==> config.mk <==
export PLATFORM = sky130hd
export DESIGN_NAME = mux8_rr_arbiter
export DESIGN_NICKNAME = d
export VERILOG_FILES = /design/src/rtl/mux8_rr_arbiter_pkg.sv /design/src/rtl/mux8_rr_arbiter_rr_pick.sv /design/src/rtl/mux8_rr_arbiter.sv
export SDC_FILE = /design/constraint.sdc
export NUM_CORES = 1
export LEC_CHECK = 0
export CORE_MARGIN = 5
export CORE_UTILIZATION = 29
export DETAILED_ROUTE_END_ITERATION = 16
export SLEW_MARGIN = 5
export SYNTH_ARGS = -nofsm -noshare
export SYNTH_HDL_FRONTEND = slang
export SYNTH_SLANG_ARGS = --single-unit
export TNS_END_PERCENT = 1
==> constraint.sdc <==
create_clock -name clk -period 6.2 [get_ports clk]
set_input_delay 0.62 -clock clk [delete_from_list [all_inputs] [get_ports clk]]
set_output_delay 0.62 -clock clk [all_outputs]
set_load 0.02 [all_outputs]
==> src/rtl/mux8_rr_arbiter_pkg.sv <==
// Shared definitions for the 8:1 mux-tree round-robin arbiter.
package mux8_rr_arbiter_pkg;

  localparam int NREQ         = 8;
  localparam int SELW         = 3;
  localparam int HOLD_MAX_DEF = 4;
  localparam int HOLDW        = 4;

  typedef enum logic {
    ST_IDLE  = 1'b0,
    ST_GRANT = 1'b1
  } state_t;

  localparam logic [SELW-1:0] SRC_A1 = 3'd0;
  localparam logic [SELW-1:0] SRC_A2 = 3'd1;
  localparam logic [SELW-1:0] SRC_B1 = 3'd2;
  localparam logic [SELW-1:0] SRC_B2 = 3'd3;
  localparam logic [SELW-1:0] SRC_C1 = 3'd4;
  localparam logic [SELW-1:0] SRC_C2 = 3'd5;
  localparam logic [SELW-1:0] SRC_D1 = 3'd6;
  localparam logic [SELW-1:0] SRC_D2 = 3'd7;

endpackage

==> src/rtl/mux8_rr_arbiter_rr_pick.sv <==
// Rotating priority encoder: first unmasked request at or after ptr, wrapping 7->0.
module rr_pick
  import mux8_rr_arbiter_pkg::*;
(
  input  logic [NREQ-1:0] req,
  input  logic [SELW-1:0] ptr,
  input  logic [NREQ-1:0] mask,
  output logic            found,
  output logic [SELW-1:0] idx
);

  logic [NREQ-1:0] cand;
  logic [SELW-1:0] j;

  assign cand = req & ~mask;

  // Scan from the farthest offset down so the nearest hit to ptr is kept last.
  always_comb begin
    found = 1'b0;
    idx   = '0;
    j     = '0;
    for (int i = NREQ-1; i >= 0; i--) begin
      j = ptr + SELW'(i);
      if (cand[j]) begin
        found = 1'b1;
        idx   = j;
      end
    end
  end

endmodule

==> src/rtl/mux8_rr_arbiter.sv <==
// Round-robin owner FSM, hold timer and registered data path for the 8:1 mux tree.
module mux8_rr_arbiter
  import mux8_rr_arbiter_pkg::*;
#(
  parameter int HOLD_MAX = HOLD_MAX_DEF
) (
  input  logic            clk,
  input  logic            rst_n,
  input  logic [NREQ-1:0] req,
  input  logic [NREQ-1:0] data_in,
  output logic [NREQ-1:0] grant,
  output logic            sel_pair,
  output logic            sel_quad,
  output logic            sel_half,
  output logic            y,
  output logic            y_valid
);

  // state | meaning
  // IDLE  | no owner, grant=0, sel holds last owner index
  // GRANT | sel is the owner, grant one-hot on it

  localparam logic [HOLDW-1:0] HOLD_LAST = HOLDW'(HOLD_MAX - 1);

  state_t          state, state_next;
  logic [SELW-1:0] sel, sel_next;
  logic [SELW-1:0] ptr, ptr_next;
  logic [HOLDW-1:0] cnt, cnt_next;
  logic [NREQ-1:0] mask;
  logic            pick_found;
  logic [SELW-1:0] pick_idx;
  logic            owner_req;

  assign mask      = (state == ST_GRANT) ? (NREQ'(1) << sel) : '0;
  assign owner_req = req[sel];

  rr_pick u_pick (
    .req   (req),
    .ptr   (ptr),
    .mask  (mask),
    .found (pick_found),
    .idx   (pick_idx)
  );

  always_comb begin
    state_next = state;
    sel_next   = sel;
    ptr_next   = ptr;
    cnt_next   = cnt;
    if (state == ST_IDLE) begin
      if (pick_found) begin
        state_next = ST_GRANT;
        sel_next   = pick_idx;
        ptr_next   = pick_idx + 1'b1;
        cnt_next   = '0;
      end
    end else if (!owner_req || (pick_found && cnt >= HOLD_LAST)) begin
      // Release or hold expiry: hand over on this edge when anyone else waits.
      if (pick_found) begin
        sel_next = pick_idx;
        ptr_next = pick_idx + 1'b1;
        cnt_next = '0;
      end else begin
        state_next = ST_IDLE;
        cnt_next   = '0;
      end
    end else if (!pick_found) begin
      cnt_next = (cnt >= HOLD_LAST) ? HOLD_LAST : cnt + 1'b1;
    end else begin
      cnt_next = cnt + 1'b1;
    end
  end

  always_ff @(posedge clk or negedge rst_n) begin
    if (!rst_n) begin
      state   <= ST_IDLE;
      sel     <= '0;
      ptr     <= '0;
      cnt     <= '0;
      grant   <= '0;
      y       <= 1'b0;
      y_valid <= 1'b0;
    end else begin
      state   <= state_next;
      sel     <= sel_next;
      ptr     <= ptr_next;
      cnt     <= cnt_next;
      grant   <= (state_next == ST_GRANT) ? (NREQ'(1) << sel_next) : '0;
      y       <= data_in[sel_next];
      y_valid <= (state_next == ST_GRANT);
    end
  end

  assign sel_pair = sel[0];
  assign sel_quad = sel[1];
  assign sel_half = sel[2];

endmodule

==> run_results.csv <==
group,metric,value,unit
floorplan,rows,34,
global_routing,grt_max_degree,40,
clock_tree,ctsRootBufferMaster,"clkbuf_8",
floorplan,dieArea,10830,um2
critical_path,worstSetupPathType,"reg2reg",
sta,final.setup.worst_slack,1305,ps
critical_path,reg2reg_depth,14,
sta,clock.fmax,204.3,MHz
yosys,synth_flop_cell,"dfrtp_1",
global_routing,grt_pass1_wl,13600,um
critical_path,cp-start-kind,"register",
sta,slew_headroom,36.06,%
sta,maxSlewViolCount,0,
critical_path,rr_startpoint,"ptr[1]",
final_layout,drive_gt1_share,11.59,%
yosys,syn_nets,342,
yosys,syn_area,2567,um2
drt,drtPass1Iterations,7,
yosys,syn_avg_cell_area,8.023,um2
critical_path,cp-endpoint,"y",
drt,wl,8421,um
critical_path,critPathMaxFanout,22,
floorplan,die_w,104.1,um
clock_tree,cts_buffer_depth,2,
final_layout,synthToLayoutAreaGrowth,15.50,%
sta,tightest_slew,959.2,ps
drt,wl_per_cell,19.31,um
final_layout,final_nets,351,
global_routing,grt_pass1_vias,2594,
clock_tree,ctsResizeCount,0,
drt,drt_iter0_markers,370,
final_layout,diodes,0,
sta,hold_violations,0,
critical_path,crit_path_start,"ptr[1]",
place,gp_congestion,0.9668,
floorplan,fp.dieH,104.1,um
clock_tree,clock_latency,260,ps
clock_tree,cts_tree,"done",
clock_tree,cts.sinks,20,
final_layout,fill_cells,920,
sta,rsz0062_at_grt,"no",
min_path,hold_class,"reg2reg",
place,dp_slack,1491,ps
global_routing,grt.total_usage,14.81,%
floorplan,ios,31,
yosys,ys_types,73,
sta,setup-tns-final,0,ps
drt,via_count,2763,
drt,antenna_left,0,
floorplan,coreArea,8678,um2
yosys,synth_edf_count,0,
critical_path,worst_setup_path_end_kind,"register",
floorplan,start_util,29.58,%
clock_tree,cts_made_buffers,3,
yosys,synthArstFlopShare,100.0,%
place,dp_hpwl,6204,um
yosys,synth_cells,320,
critical_path,crit_arrival,5050,ps
yosys,ys_seq_elements,20,
clock_tree,holdBufCountCts,0,
sta,timing.final.crit_share,78.95,%
sta,fin_crit,4895,ps
final_layout,stdcell_area,2965,um2
sta,hold_ws,510.3,ps
clock_tree,cts_setup_buffers,0,
global_routing,antenna_found_initial,0,
critical_path,r2r_setup_slack,1310,ps
place,io_buffers,30,
drt,drc_errors,0,
run_status,outcome,"completed",
critical_path,cp.required,6350,ps
sta,finalSetupViolations,0,
yosys,ys_seq_area_share,19.49,%
critical_path,r2r-end,"y",
yosys,yosys_warnings,0,
clock_tree,ctsHtreeMaxLevel,1,
clock_tree,cts.clk_slew.worst_paths,80,ps
global_routing,grt_overflow,0,
place,post_dp_cell_area,2894,um2
flow_run,drv_cap,0,
sta,fin_skew,1.985,ps
drt,viasPerCell,6.337,
## Yosys cell counts (3+ instances only)
| cell | instances | area share, % |
|---|---|---|
| nand2_1 | 40 | 5.8 |
| dfrtp_1 | 20 | 19 |
| nor2_1 | 17 | 2.5 |
| clkbuf_1 | 16 | 2.3 |
| o22ai_1 | 13 | 3.2 |
| nand3_1 | 12 | 2.3 |
| a21oi_1 | 10 | 1.9 |
| nand2b_1 | 10 | 2.4 |
| o21ai_0 | 10 | 1.9 |
| buf_2 | 9 | 1.8 |
| mux4_2 | 9 | 7.9 |
| nor3_1 | 9 | 1.8 |
| and3_1 | 8 | 1.9 |
| inv_1 | 8 | 1.2 |
| a32oi_1 | 7 | 2.4 |
| a31oi_1 | 6 | 1.5 |
| o211ai_1 | 6 | 1.8 |
| and2_1 | 5 | 1.2 |
| o221ai_1 | 5 | 1.7 |
| o22a_1 | 5 | 1.7 |
| a22oi_1 | 4 | 1.2 |
| ha_1 | 4 | 1.9 |
| mux2i_1 | 4 | 1.6 |
| nand4_1 | 4 | 0.97 |
| nor2b_1 | 4 | 0.97 |
| o32ai_1 | 4 | 1.4 |
| and4b_1 | 3 | 1.2 |
| mux2_2 | 3 | 1.3 |
| nand4b_1 | 3 | 1.0 |
| o2111ai_1 | 3 | 1.0 |
## layout make-up
cell class,count,area [um2],share of cell area [%]
repair buffers,32,315.3,10.63
clock inverters,1,30.03,1.013
inverters,11,43.79,1.477
clock buffers,3,41.29,1.392
multi-input cells,261,1899,64.05
flip-flops and latches,20,500.5,16.88
well taps,108,135.1,4.557
## routing by layer
metal  GRT usage [%]  up-vias  part of all wire (%)
li1                -     1260                     -
met4           4.718        0                   2.9
met2           21.99      156                    43
met3           3.228       29                   9.9
met5               0        -                     0
met1           21.24     1318                    44
## state kept, by name, indices dropped and copies added (netlist names)
| name | flops |
|---|---|
| cnt | 4 |
| grant | 8 |
| ptr | 3 |
| sel | 3 |
| state | 1 |
| y | 1 |
## worst min-delay path by stage
stage	slack, ps	startpoint	endpoint	depth (start not counted)
after floorplan	320	rst_n	cnt[0]	0
after global placement	500	cnt[0]	cnt[0]	1
after detailed placement	500	cnt[0]	cnt[0]	1
after CTS	520	cnt[0]	cnt[0]	1
after global routing	550	cnt[0]	cnt[0]	1
final	510	cnt[0]	cnt[0]	1
## kinds of logic after synthesis
kind of cell    count (synthesis)  share of synthesized area, %
simple gates                  137                         30.65
compound gates                 99                         28.66
buf+inv                        39                         6.531
flops                          20                         19.49
mux                            17                         11.35
xor+xnor                        4                         1.365
fa+ha+maj                       4                         1.949
## worst max-delay path: stages (launching register included)
cell	delay [ps]
dfrtp_1	820
clkinv_1	700
ha_1	900
inv_1	250
a32oi_1	320
mux4_2	360
o21ai_1	130
or4_4	500
nand2_2	130
nor2_2	70
a21oi_2	150
inv_1	120
a21oi_1	130
a22oi_1	90
o211a_1	120
## through the flow
stage / cells / util (%)
after floorplan: 320 / -
after global placement: 432 / 33.35
after detailed placement: 432 / 33.35
after CTS: 436 / 34.17
after global routing: 436 / 34.17
final: 436 / 34.17
## cell usage in the layout (no fill, tap or decap), types with 9 or more instances in the layout
| master | n |
|---|---|
| nand2_1 | 40 |
| mux4_2 | 9 |
| nand2b_1 | 10 |
| dfrtp_1 | 20 |
| nand3_1 | 12 |
| clkdlybuf4s50_1 | 30 |
| nor3_1 | 9 |
| a21oi_1 | 10 |
| o22ai_1 | 13 |
| o21ai_0 | 10 |
| nor2_1 | 17 |
Power is left out: the tool's default activity adds up to more than one toggle a clock period on the data nets, which glitch-free logic cannot reach.
